--- src/rtl/silc_slope_meter_if.sv ---
// Bus bundle between the SILC slope meter and its controller / acquisition core.
interface silc_slope_meter_if #(
    parameter int ADC_W = 12,
    parameter int RES_W = 16
) ();
    logic [1:0]       Mode;
    logic             Sel;
    logic [ADC_W-1:0] AdcSample;
    logic [5:0]       NumSlopes;
    logic [11:0]      TimeoutThr;
    logic             ReadAck;
    logic [RES_W-1:0] Result;
    logic [2:0]       ErrorCode;
    logic             Ready;
    logic             Busy;

    modport master (
        output Mode, Sel, AdcSample, NumSlopes, TimeoutThr, ReadAck,
        input  Result, ErrorCode, Ready, Busy
    );

    modport slave (
        input  Mode, Sel, AdcSample, NumSlopes, TimeoutThr, ReadAck,
        output Result, ErrorCode, Ready, Busy
    );
endinterface

--- src/rtl/silc_slope_meter.sv ---
// SILC slope meter: measures descending slopes of the discharge sawtooth,
// accumulates their length over a commanded number of slopes, enforces a
// per-phase timeout and keeps the last good result for fast-mode readout.
module silc_slope_meter #(
    parameter int ADC_W     = 12,
    parameter int RES_W     = 16,
    parameter int DELTA_MIN = 1
) (
    input  logic              Clk,
    input  logic              En,
    silc_slope_meter_if.slave bus
);

    typedef enum logic [2:0] {
        S_IDLE,
        S_ARM,
        S_FALL,
        S_RISE,
        S_DONE
    } state_t;

    localparam logic [ADC_W:0] DMIN = DELTA_MIN[ADC_W:0];

    localparam logic [2:0] ERR_OK      = 3'd1;
    localparam logic [2:0] ERR_CONFIG  = 3'd2;
    localparam logic [2:0] ERR_NODATA  = 3'd4;
    localparam logic [2:0] ERR_TIMEOUT = 3'd7;

    state_t           state, state_nxt;
    logic [ADC_W-1:0] prev, prev_nxt;
    logic [RES_W-1:0] acc, acc_nxt;
    logic [RES_W-1:0] slope_cnt, slope_cnt_nxt;
    logic [5:0]       slopes_done, slopes_done_nxt;
    logic [11:0]      phase_cnt, phase_cnt_nxt;
    logic [5:0]       num_slopes, num_slopes_nxt;
    logic [11:0]      thr, thr_nxt;
    logic [RES_W-1:0] result_q, result_nxt;
    logic [2:0]       err_q, err_nxt;
    logic             ready_q, ready_nxt;
    logic [RES_W-1:0] stored, stored_nxt;
    logic             stored_vld, stored_vld_nxt;

    logic [ADC_W:0]   diff_fall, diff_rise;
    logic             falling, rising;
    logic [RES_W:0]   acc_sum;
    logic [RES_W-1:0] acc_sat;
    logic [RES_W-1:0] slope_inc;
    logic [11:0]      phase_inc;
    logic             busy, abort, last_slope;
    logic             phase_tmo, slope_tmo;

    // Sample classification and saturating arithmetic helpers
    always_comb begin
        diff_fall  = {1'b0, prev} - {1'b0, bus.AdcSample};
        diff_rise  = {1'b0, bus.AdcSample} - {1'b0, prev};
        falling    = !diff_fall[ADC_W] && (diff_fall >= DMIN);
        rising     = !diff_rise[ADC_W] && (diff_rise >= DMIN);
        acc_sum    = {1'b0, acc} + {1'b0, slope_cnt};
        acc_sat    = acc_sum[RES_W] ? '1 : acc_sum[RES_W-1:0];
        slope_inc  = (slope_cnt == '1) ? slope_cnt : slope_cnt + 1'b1;
        phase_inc  = phase_cnt + 12'd1;
        busy       = (state == S_ARM) || (state == S_FALL) || (state == S_RISE);
        abort      = !bus.Sel || (bus.Mode == 2'b00);
        last_slope = (slopes_done + 6'd1) == num_slopes;
        phase_tmo  = (thr != '0) && (phase_inc >= thr);
        slope_tmo  = (thr != '0) && (slope_inc >= RES_W'(thr));
    end

    // Next-state and datapath update
    always_comb begin
        state_nxt       = state;
        prev_nxt        = busy ? bus.AdcSample : prev;
        acc_nxt         = acc;
        slope_cnt_nxt   = slope_cnt;
        slopes_done_nxt = slopes_done;
        phase_cnt_nxt   = phase_cnt;
        num_slopes_nxt  = num_slopes;
        thr_nxt         = thr;
        result_nxt      = result_q;
        err_nxt         = err_q;
        ready_nxt       = ready_q;
        stored_nxt      = stored;
        stored_vld_nxt  = stored_vld;

        case (state)
            S_IDLE: begin
                ready_nxt = 1'b0;
                if (bus.Sel) begin
                    case (bus.Mode)
                        2'b10: begin
                            if (bus.NumSlopes != '0) begin
                                state_nxt       = S_ARM;
                                num_slopes_nxt  = bus.NumSlopes;
                                thr_nxt         = bus.TimeoutThr;
                                prev_nxt        = bus.AdcSample;
                                acc_nxt         = '0;
                                slope_cnt_nxt   = '0;
                                slopes_done_nxt = '0;
                                phase_cnt_nxt   = '0;
                            end else begin
                                state_nxt  = S_DONE;
                                result_nxt = '0;
                                err_nxt    = ERR_CONFIG;
                            end
                        end
                        2'b11: begin
                            state_nxt  = S_DONE;
                            result_nxt = '0;
                            err_nxt    = ERR_CONFIG;
                        end
                        2'b01: begin
                            state_nxt  = S_DONE;
                            result_nxt = stored_vld ? stored : '0;
                            err_nxt    = stored_vld ? ERR_OK : ERR_NODATA;
                        end
                        default: state_nxt = S_IDLE;
                    endcase
                end
            end
            S_ARM, S_RISE: begin
                if (abort) begin
                    state_nxt = S_IDLE;
                end else if (falling) begin
                    state_nxt     = S_FALL;
                    slope_cnt_nxt = {{(RES_W-1){1'b0}}, 1'b1};
                    phase_cnt_nxt = '0;
                end else if (phase_tmo) begin
                    state_nxt  = S_DONE;
                    result_nxt = acc;
                    err_nxt    = ERR_TIMEOUT;
                end else begin
                    phase_cnt_nxt = phase_inc;
                end
            end
            S_FALL: begin
                // Completion is checked before timeout so a terminating rise wins
                if (abort) begin
                    state_nxt = S_IDLE;
                end else if (rising) begin
                    acc_nxt         = acc_sat;
                    slopes_done_nxt = slopes_done + 6'd1;
                    if (last_slope) begin
                        state_nxt      = S_DONE;
                        result_nxt     = acc_sat;
                        err_nxt        = ERR_OK;
                        stored_nxt     = acc_sat;
                        stored_vld_nxt = 1'b1;
                    end else begin
                        state_nxt     = S_RISE;
                        phase_cnt_nxt = '0;
                    end
                end else if (slope_tmo) begin
                    state_nxt  = S_DONE;
                    result_nxt = acc;
                    err_nxt    = ERR_TIMEOUT;
                end else begin
                    slope_cnt_nxt = slope_inc;
                end
            end
            S_DONE: begin
                ready_nxt = !bus.ReadAck;
                if (bus.ReadAck) begin
                    state_nxt = S_IDLE;
                end
            end
            default: state_nxt = S_IDLE;
        endcase
    end

    // State register
    always_ff @(posedge Clk or negedge En) begin
        if (!En) begin
            state <= S_IDLE;
        end else begin
            state <= state_nxt;
        end
    end

    // Datapath and output registers
    always_ff @(posedge Clk or negedge En) begin
        if (!En) begin
            prev        <= '0;
            acc         <= '0;
            slope_cnt   <= '0;
            slopes_done <= '0;
            phase_cnt   <= '0;
            num_slopes  <= '0;
            thr         <= '0;
            result_q    <= '0;
            err_q       <= '0;
            ready_q     <= 1'b0;
            stored      <= '0;
            stored_vld  <= 1'b0;
        end else begin
            prev        <= prev_nxt;
            acc         <= acc_nxt;
            slope_cnt   <= slope_cnt_nxt;
            slopes_done <= slopes_done_nxt;
            phase_cnt   <= phase_cnt_nxt;
            num_slopes  <= num_slopes_nxt;
            thr         <= thr_nxt;
            result_q    <= result_nxt;
            err_q       <= err_nxt;
            ready_q     <= ready_nxt;
            stored      <= stored_nxt;
            stored_vld  <= stored_vld_nxt;
        end
    end

    assign bus.Result    = result_q;
    assign bus.ErrorCode = err_q;
    assign bus.Ready     = ready_q;
    assign bus.Busy      = busy;

endmodule

--- src/flat_wrapper.sv ---
// flat-port wrapper written by rule: the top's interface ports become plain ports
module silc_slope_meter_flat 
#(
    parameter int ADC_W     = 12,
    parameter int RES_W     = 16,
    parameter int DELTA_MIN = 1
)
  (Clk, En, bus_Mode, bus_Sel, bus_AdcSample, bus_NumSlopes, bus_TimeoutThr, bus_ReadAck, bus_Result, bus_ErrorCode, bus_Ready, bus_Busy);
  silc_slope_meter_if #(.ADC_W(ADC_W), .RES_W(RES_W)) bus_i ();
  input  logic Clk;
  input  logic En;
  input wire logic [$bits(bus_i.Mode)-1:0] bus_Mode;
  input wire logic [$bits(bus_i.Sel)-1:0] bus_Sel;
  input wire logic [$bits(bus_i.AdcSample)-1:0] bus_AdcSample;
  input wire logic [$bits(bus_i.NumSlopes)-1:0] bus_NumSlopes;
  input wire logic [$bits(bus_i.TimeoutThr)-1:0] bus_TimeoutThr;
  input wire logic [$bits(bus_i.ReadAck)-1:0] bus_ReadAck;
  output wire logic [$bits(bus_i.Result)-1:0] bus_Result;
  output wire logic [$bits(bus_i.ErrorCode)-1:0] bus_ErrorCode;
  output wire logic [$bits(bus_i.Ready)-1:0] bus_Ready;
  output wire logic [$bits(bus_i.Busy)-1:0] bus_Busy;
  assign bus_i.Mode = bus_Mode;
  assign bus_i.Sel = bus_Sel;
  assign bus_i.AdcSample = bus_AdcSample;
  assign bus_i.NumSlopes = bus_NumSlopes;
  assign bus_i.TimeoutThr = bus_TimeoutThr;
  assign bus_i.ReadAck = bus_ReadAck;
  assign bus_Result = bus_i.Result;
  assign bus_ErrorCode = bus_i.ErrorCode;
  assign bus_Ready = bus_i.Ready;
  assign bus_Busy = bus_i.Busy;
  silc_slope_meter #(.ADC_W(ADC_W), .RES_W(RES_W), .DELTA_MIN(DELTA_MIN)) u_core (.Clk(Clk), .En(En), .bus(bus_i));
endmodule
--- config.mk ---
export PLATFORM = sky130hd
export DESIGN_NAME = silc_slope_meter_flat
export DESIGN_NICKNAME = d
export VERILOG_FILES = /design/src/rtl/silc_slope_meter_if.sv /design/src/rtl/silc_slope_meter.sv /design/src/flat_wrapper.sv
export SDC_FILE = /design/constraint.sdc
export NUM_CORES = 1
export LEC_CHECK = 0
export CAP_MARGIN = 20
export CELL_PAD_IN_SITES_DETAIL_PLACEMENT = 1
export CELL_PAD_IN_SITES_GLOBAL_PLACEMENT = 1
export CORE_MARGIN = 2
export CORE_UTILIZATION = 50
export DETAILED_ROUTE_END_ITERATION = 12
export PLACE_DENSITY_LB_ADDON = 0.1
export SLEW_MARGIN = 10
export SYNTH_ARGS = -nofsm -noshare
export SYNTH_HDL_FRONTEND = slang
export SYNTH_SLANG_ARGS = --single-unit
--- constraint.sdc ---
create_clock -name Clk -period 11 [get_ports Clk]
set_input_delay 1.65 -clock Clk [delete_from_list [all_inputs] [get_ports Clk]]
set_output_delay 1.65 -clock Clk [all_outputs]
set_load 0.01 [all_outputs]
# --- Yosys cells after proc, flatten, opt, wreduce, memory -nomap -nowiden ---
# Index checks and enable logic that the tools add are counted.
classes:
  add_sub_neg: 6
  n_eq_ne: 29
  reduce_logical: 27
  mux: 72
  n_lt_le_gt_ge: 4
  bitwise_logic: 1
op_table:
  columns: ["op", "count"]
  rows:
  - ["16-bit two-way mux", 22]
  - ["12-bit two-way mux", 14]
  - ["16-bit case mux with 3 select lines", 3]
  - ["3-bit two-way mux", 20]
  - ["12-bit case mux with 3 select lines", 1]
  - ["16-bit case mux with 2 select lines", 1]
  - ["6-bit two-way mux", 5]
  - ["13-bit by 1-bit >= comparator with 1-bit output, second input constant", 2]
  - ["12-bit by 12-bit subtractor with 13-bit output", 2]
  - ["2-bit inequality test, second input constant", 9]
  - ["3-bit case mux with 3 select lines", 2]
  - ["9-bit AND reduction", 2]
  - ["16-bit by 16-bit adder with 17-bit output", 1]
  - ["16-bit by 1-bit adder with 16-bit output, second input constant", 1]
  - ["16-bit == test, second input constant", 1]
  - ["16-bit by 12-bit >= comparator with 1-bit output", 1]
  - ["12-bit by 1-bit adder with 12-bit output, second input constant", 1]
  - ["12-bit >= comparator", 1]
  - ["3-bit case mux with 4 select lines", 1]
  - ["6-bit case mux with 2 select lines", 1]
  - ["4-bit AND reduction", 3]
  - ["12-bit nonzero test", 1]
  - ["10-bit AND reduction", 1]
  - ["2-bit by 1-bit inequality test with 1-bit output, second input constant", 4]
  - ["25 further kinds", 39]
totals:
  input_bits: 36
  ff_bits: 120
  elab_cells: 152

# --- Logic depth before layout (Yosys ltp) ---
# Gate-level depths: netlist of run 1.
depth:
  word_depth: 8
  depth_mapped: 20
  mapped_depth_nobuf: 17

# --- Worst setup path before layout of run 1 ---
# No wires, ideal clock.
synth_timing:
  path_type: "input-to-reg"
  startpoint: "in bus_AdcSample[0]"
  endpoint: "reg u_core.err_q[0], in the netlist u_core.bus.ErrorCode[0]"
  t_arrival_ns: 4.518
  t_required_ns: 10.872
  setup_time_ns: 0.128
  setup_slack_ns: 6.354
  path_buffers: 1
  cell_stages: 14
  path_cell_list: "inv_1 > ha_1 > inv_1 > fa_1 > nor2b_1 > o311ai_0 > nor4b_1 > nand4_1 > nor4bb_4 > a31oi_4 > mux2i_1 > a211oi_2 > buf_4 > mux2_1"
synth_between:
  elab_chain_len: 6
  word_cells_on_any_way: 15
synth_lines:
  columns: ["item", "line_no", "text"]
  rows:
  - ["start: declaration", "flat_wrapper.sv:14", "input wire logic [$bits(bus_i.AdcSample)-1:0] bus_AdcSample;"]
  - ["12-bit by 12-bit subtractor with 13-bit output", "silc_slope_meter.sv:55", "diff_rise = {1'b0, bus.AdcSample} - {1'b0, prev};"]
  - ["13-bit by 1-bit >= comparator with 1-bit output or 1-bit logical NOT (tied branches)", "silc_slope_meter.sv:57", "rising = !diff_rise[ADC_W] && (diff_rise >= DMIN);"]
  - ["1-bit logical AND", "silc_slope_meter.sv:57", null]
  - ["3-bit two-way mux", "silc_slope_meter.sv:139", "end else if (rising) begin"]
  - ["3-bit two-way mux", "silc_slope_meter.sv:137", "if (abort) begin"]
  - ["3-bit case mux with 3 select lines", "silc_slope_meter.sv:85", "case (state)"]
  - ["end signal: assignment", "silc_slope_meter.sv:203", "err_q <= err_nxt;"]
  - ["end: declaration", "silc_slope_meter.sv:38", "logic [2:0] err_q, err_nxt;"]
# Parallel ways exist; a longest one is shown, timed or not. The select of a mux whose other input is x is not followed.
# A chain may end at the register's enable or synchronous reset.

# --- Worst setup path in the final report of run 1 ---
layout_timing:
  startpoint: "in bus_AdcSample[0]"
  endpoint: "reg u_core.slope_cnt[13]"
layout_between:
  elab_chain_len: 5
  word_cells_on_any_way: 11
layout_lines:
  columns: ["item", "line_no", "text"]
  rows:
  - ["12-bit by 12-bit subtractor with 13-bit output (on tied branches)", "silc_slope_meter.sv:55, silc_slope_meter.sv:54", null]
  - ["13-bit by 1-bit >= comparator with 1-bit output, or another cell as far along", "silc_slope_meter.sv:57", null]
  - ["1-bit logical AND (on tied branches)", "silc_slope_meter.sv:57, silc_slope_meter.sv:56", null]
  - ["2-bit inequality test (no source line) or 2-bit by 1-bit inequality test with 1-bit output (tied branches)", null, null]
  - ["9-bit AND reduction (no source line) *", null, null]
  - ["end signal: assignment", "silc_slope_meter.sv:197", "slope_cnt <= slope_cnt_nxt;"]
  - ["end: declaration", "silc_slope_meter.sv:32", "logic [RES_W-1:0] slope_cnt, slope_cnt_nxt;"]
# Mark *: on every way between the ends. The rest lies on a longest branch, timed or not.

==> results of run 1 <==
==> cell type report <==
class | instances | area [um^2] | share of cell area [%]
multi-input cells | 666 | 4900 | 50.7
flip-flops and latches | 120 | 3000 | 31.1
repair buffers | 62 | 607 | 6.28
clock buffers | 21 | 450 | 4.67
inverters | 79 | 297 | 3.07
well taps | 220 | 275 | 2.85
clock inverters | 10 | 128 | 1.32
==> logic make-up (layout without fill, tap and decap cells) <==
family / after synthesis / after routing
AO/OA/AOI/OAI: 246 / 246
XOR/XNOR: 37 / 37
flip-flops: 120 / 120
AND/OR/NAND/NOR: 257 / 257
adder cells (fa/ha/maj): 70 / 70
multiplexers: 56 / 56
buffers and inverters: 115 / 172
==> registers in the layout, summed over array words and instances (netlist names) <==
register	flops
u_core.phase_cnt	12
u_core.stored_vld	1
u_core.bus.Ready	1
u_core.thr	12
u_core.bus.Result	16
u_core.prev	12
u_core.num_slopes	6
u_core.stored	16
u_core.slopes_done	6
u_core.acc	16
u_core.state	3
u_core.slope_cnt	16
u_core.bus.ErrorCode	3
==> stage by stage <==
step	setup slack, ns	power, mW	util [%]	cell area [um^2]
after floorplan	6.35	1.12	-	8350
after global placement	5.22	1.28	55.1	9070
after detailed placement	5.04	1.33	55.1	9070
after CTS	5.43	1.90	58.6	9640
after global routing	5.10	2.01	58.6	9660
final	5.36	1.90	58.6	9660
==> power by group through the flow <==
stage               Combinational, mW  Sequential (mW)  Clock, mW
finish                          0.770            0.569      0.559
global route                    0.850            0.577      0.588
CTS                             0.764            0.569      0.569
detailed placement              0.754            0.574          0
global placement                0.715            0.569          0
floorplan                       0.560            0.557          0
==> layer usage <==
layer | part of all wire [%] | wire length, um | up-vias
met3 | 4.6 | 1110 | 34
met4 | 2.3 | 558 | 0
li1 | - | - | 3358
met5 | 0 | 0 | -
met1 | 43 | 10400 | 3591
met2 | 50 | 11800 | 185
==> worst min-delay path, stage by stage, from the launching register on <==
cell,delay (ns)
dfrtp_1,0.34
nand2_1,0.05
o21ai_0,0.06
==> path summary, 6_finish.rpt <==
| path | from | to | slack, ns |
|---|---|---|---|
| max in group asynchronous | En | u_core.slope_cnt[2] | 8.39 |
| max reg2reg | u_core.slope_cnt[0] | u_core.slope_cnt[13] | 5.65 |
| min | u_core.stored[13] | u_core.stored[13] | 0.49 |
| min reg2reg | u_core.stored[13] | u_core.stored[13] | 0.49 |
| max | bus_AdcSample[0] | u_core.slope_cnt[13] | 5.36 |
| min in group asynchronous | En | u_core.prev[3] | 1.37 |
==> cell usage in the layout (no fill, tap or decap), types with 6 or more instances in the layout <==
cell             count
nor2_1              41
xor2_1              16
o21a_1               8
nand3_1             36
nand2_1             75
xnor2_1             21
and3_1               6
inv_1               79
a222oi_1            15
ha_1                67
clkbuf_16           17
nand2b_1            16
and2_1               8
a22o_1              25
dfrtp_1            120
a21o_1              20
clkinv_2             6
nor3_1              16
buf_4                6
or2_2                8
mux2_2              24
mux2i_1             28
nor4_1               6
nand4_1              9
nor2b_1             12
a21oi_1             41
o21ai_0             68
clkdlybuf4s50_1     55
==> metrics.txt, run 1 <==
final non-filler cell total=1,178; crit-path max FO=18; Setup CP Type=in -> reg; sw power=727 uW; #FFs+latches synth=120; slowest CP cell=nand4bb_1; cells along the critical path=clkdlybuf4s50_1, inv_1, ha_1, inv_1, fa_1, nor2b_1, o311ai_0, nor4b_1, nand4_1, nor4bb_4, a31oi_1, buf_4, nand4bb_1, a21o_1, a22o_1; CP endpoint kind=register; Crit path top cell by count=inv_1; switch share=38.3%; drt pass-1 iters=5; vias per std cell=6.08; count leader, synth=dfrtp_1; # hold bufs at CTS=0; worst hold path depth=2; HPWL Detailed=17,000 um; DRC viols=0; Reg clk slew, reported paths=0.06 ns; Vias=7,168; met1 usage=35.7%; Final Wtd Congestion=0.859; WL/cell=20.3 um; CTS tree=yes; hold crit path type=reg -> reg; outcome=finished, final reports clean; share of cells above drive strength 1=8.35%; Synth Area in Compound Gates=20.9%; CTS Buf Count=17; critical path depth=15; CTS max path bufs=2; DRT antenna net count=0; fraction of registers with async set/reset=100%; Arr. time, crit path=5.95 ns; grt peak-use layer=met2; CP required=11.30 ns; met3 global-route usage=4.38%; critical path's top delay family=simple AND/OR/NAND/NOR gates; number of synthesized flops with an enable pin=0; Slew Viols, Final=0; post-synthesis mux area share=7.13%; Starting Density=50.7%; FILL cells=1,877; Tightest Pin Transition=1.22 ns; total gr overflow=0; Comb power frac=40.6%; Synthesis Warnings=0; Post-Syn Nets=1,007; setup_tns=0 ns; Max VDD drop=109 uV; Rel. slew slack=18.5%; area grow syn2layout=15.6%; Synth Area in Adders=10.8%; buffers added on ports=56; largest net degree at the start of global routing=71; Cell Area, Synth=8350 um^2; Seq/Total Area, Yosys=36.0%; Internal Dissipation=1.17 mW; GR Util All Layers=27.7%; first-pass GRT wire length=39,200 um; Peak Freq=0.177 GHz; synthesized instance count=901; Post-synth top cells=120 x dfrtp_1, 79 x inv_1, 75 x nand2_1, 68 x o21ai_0, 67 x ha_1; Clock Latency Late Sink=0.42 ns; Inserted Diodes=0; Synth Area per Inst=9.27 um^2; WHS=0.489 ns; cells resized by post-CTS repair=0; Clock Sinks=120; final setup vio count=0; top post-synthesis cells by area=dfrtp_1 36%, ha_1 10%, o21ai_0 4.1%, inv_1 3.6%, nand2_1 3.4%; Inst Count DP=1,146; initial antenna violation count=0; clock share of power=29.5%; postcts setup bufs=0; die width=133 um; XOR/XNOR Fraction of Synth Area=3.88%; Initial DRC Count=410; core footprint=16,500 um^2; RSZ-0062 raised after global routing=no; skew final=0.00681 ns; vias in the first global route=7,614; power density cells=197 nW/um^2; Critical Path Max Stage Delay=0.69 ns; CTS H-tree lvls=4; die area=17,700 um^2; startpoint types=input port; final hold vios=0; Reg2Reg Depth=17; std cell rows=47; crit share post-route=51.3%; Leak=4.42 nW; root buffer cell=clkbuf_16; Main synth FF type=dfrtp_1; top cell type by total area after synthesis=dfrtp_1; Synth Area in Simple Gates=15.9%; minimum clock period=5.64 ns; Routed WL=23,900 um; IO Pins=57; sequential share of power=30.0%; Synth top area share=36.0%; die height=133 um; Max Cap Viol=0; Critical path buffers and inverters=4; largest family of logic cells by synthesized area=compound AO/OA/AOI/OAI gates; library cells used by synthesis=77; M2 GR Usage=47.5%; fin nets=1,052
Power figures use the tool's default switching activity.
==> run 2: changes to the inputs <==
CORE_UTILIZATION = 47   (was 50)
clock period = 5.88 ns   (was 11 ns; I/O delays follow)
==> run 2 against run 1 <==
Effect of this change:
- count of clock-buffer cells in the layout is 4 lower
- flip-flop and latch count stayed put
- clock power is 130% higher
- combinational power is 92% higher
- power is 100% higher
- utilization is 2.0 points lower
- sequential share of layout area is 0.53 points lower
- final cell count is 0.93% higher
- critical endpoint is now u_core.bus.Result[0]
==> metrics.txt, run 2 (synthesis gave the netlist of run 1 again) <==
outcome=finished, final reports clean; switch share=37.5% (-0.77 points); Comb power frac=38.9% (-1.7 points); final instance area=9820 um^2 (+1.7%); Final Wtd Congestion=0.883 (+2.8%); postcts setup bufs=0 (unchanged); CTS tree=yes; vias per std cell=6.04 (-0.75%); die width=137 um (+3.1%); crit-path max FO=12 (-6); CTS Buf Count=17 (unchanged); DRT antenna net count=0 (unchanged); WHS=0.481 ns (-0.00778 ns); FILL cells=1,968 (+4.8%); # hold bufs at CTS=0 (unchanged); first-pass GRT wire length=40,200 um (+2.5%); clock share of power=33.1% (+3.6 points); WL/cell=20.9 um (+3.2%); fin nets=1,058 (+0.57%); power density cells=388 nW/um^2 (+97%); Routed WL=24,900 um (+4.2%); setup_tns=0 ns (unchanged); crit share post-route=90.0%; Initial DRC Count=503 (+23%); buffers added on ports=56 (unchanged); Vias=7,181 (+0.18%); CP endpoint kind=register; Inst Count DP=1,158 (+1.0%); final hold vios=0 (unchanged); Starting Density=48.1% (-2.6 points); Tightest Pin Transition=1.07 ns (-0.155 ns); Arr. time, crit path=5.62 ns (-0.33 ns); Final WS setup=0.587 ns (-4.77 ns); Rel. slew slack=28.9% (+10 points); total gr overflow=0 (unchanged); HPWL Detailed=17,800 um (+4.9%); die height=137 um (+3.1%); root buffer cell=clkbuf_16; share of cells above drive strength 1=9.34% (+0.99 points); placed inst area=9130 um^2 (+0.68%); DRC viols=0 (unchanged); Clock Latency Late Sink=0.42 ns (about the same); core footprint=17,400 um^2 (+5.4%); final setup vio count=0 (unchanged); minimum clock period=5.29 ns; hold crit path type=reg -> reg; Slew Viols, Final=0 (unchanged); Peak Freq=0.189 GHz; Reg clk slew, reported paths=0.06 ns (about the same); Post-Place Setup Slack=0.559 ns (-4.48 ns); skew final=0.0113 ns (+0.00447 ns); startpoint types=register; CTS H-tree lvls=4 (unchanged); die area=18,800 um^2 (+6.2%); CTS max path bufs=2 (unchanged); Internal Dissipation=2.38 mW (+100%); GR Util All Layers=27.5% (-0.19 points); drt pass-1 iters=6 (+1); initial antenna violation count=0 (unchanged); Max VDD drop=235 uV (+120%); final non-filler cell total=1,189 (+0.93%); largest net degree at the start of global routing=74 (+4.2%); Clock Sinks=120 (unchanged); Max Cap Viol=0 (unchanged); cells resized by post-CTS repair=0 (unchanged); Setup CP Type=reg -> reg; sequential share of power=28.0% (-2.0 points); CP required=6.21 ns (-5.09 ns); most frequent cells in the layout=120 x dfrtp_1, 79 x inv_1, 75 x nand2_1, 68 x o21ai_0, 67 x ha_1; area grow syn2layout=17.7%; RSZ-0062 raised after global routing=no; sw power=1.43 mW (+97%); std cell rows=48 (+2.1%); vias in the first global route=7,464 (-2.0%); Inserted Diodes=0 (unchanged); Leak=4.50 nW (+1.7%); IO Pins=57 (unchanged); most common cell after layout, fill and taps aside=dfrtp_1
-- run 2: cell types whose count changed in the layout (fill, tap and decap cells not counted), moves of 2 or more --
| cell | before | now |
|---|---|---|
| buf_4 | 6 | 13 |
| bufinv_16 | 3 | 7 |
| clkbuf_1 | 3 | 0 |
| clkinv_2 | 6 | 0 |
| clkinv_4 | 0 | 4 |
| inv_6 | 0 | 2 |
-- run 2: path summary, 6_finish.rpt --
kind / startpoint / to / slack [ns] / depth (start not counted)
max reg2reg: u_core.slope_cnt[0] / u_core.bus.Result[0] / 0.59 / 17
min reg2reg: u_core.stored_vld / u_core.stored_vld / 0.48 / 2
min: u_core.stored_vld / u_core.stored_vld / 0.48 / 2
max: u_core.slope_cnt[0] / u_core.bus.Result[0] / 0.59 / 17
min in group asynchronous: En / u_core.prev[3] / 0.59 / 1
max in group asynchronous: En / u_core.stored[13] / 4.02 / 2
-- run 2: metal layers --
metal	vias up	share of wire (%)	GRT usage [%]	wire length [um]
met5	-	0	0	0
li1	3372	-	-	-
met1	3624	45	35.9	11300
met3	30	3.2	3.75	793
met2	155	50	47.7	12400
met4	0	1.8	7.73	456
-- run 2: worst max-delay path: stages (launching register included) --
cell	delay (ns)
dfrtp_1	0.48
ha_1	0.24
nand2_1	0.06
or2_2	0.33
nor3_1	0.33
nand2b_1	0.35
nand2b_1	0.26
nor3_1	0.10
nand3_1	0.12
xnor2_1	0.10
ha_1	0.32
and4_1	0.25
a221oi_1	0.11
a41oi_1	0.52
mux2i_1	0.26
a211oi_4	0.86
buf_4	0.27
mux2i_1	0.21
-- run 2: area by class of cell --
class                      instances  area [um^2]  area share, %
tap                              225          282           2.87
sequential                       120         3000           30.6
timing repair buffer              68          648           6.60
clock inverter                    14          270           2.75
inverter                          79          297           3.02
clock buffer                      17          425           4.33
multi-input combinational        666         4900           49.9
-- run 2: per-stage QoR --
| stage | util [%] | total power [mW] |
|---|---|---|
| 3_3_place_gp | 52.6 | 2.45 |
| 2_1_floorplan | - | 2.09 |
| 5_1_grt | 56.6 | 4.03 |
| 4_1_cts | 56.6 | 3.81 |
| 3_5_place_dp | 52.6 | 2.52 |
| 6_report | 56.6 | 3.81 |
-- run 2: power groups by stage --
stage	sequential (mW)	clock, mW	combinational [mW]
after global placement	1.06	0	1.38
after detailed placement	1.07	0	1.45
after CTS	1.07	1.28	1.47
after floorplan	1.04	0	1.05
after global routing	1.08	1.31	1.64
final	1.07	1.26	1.48
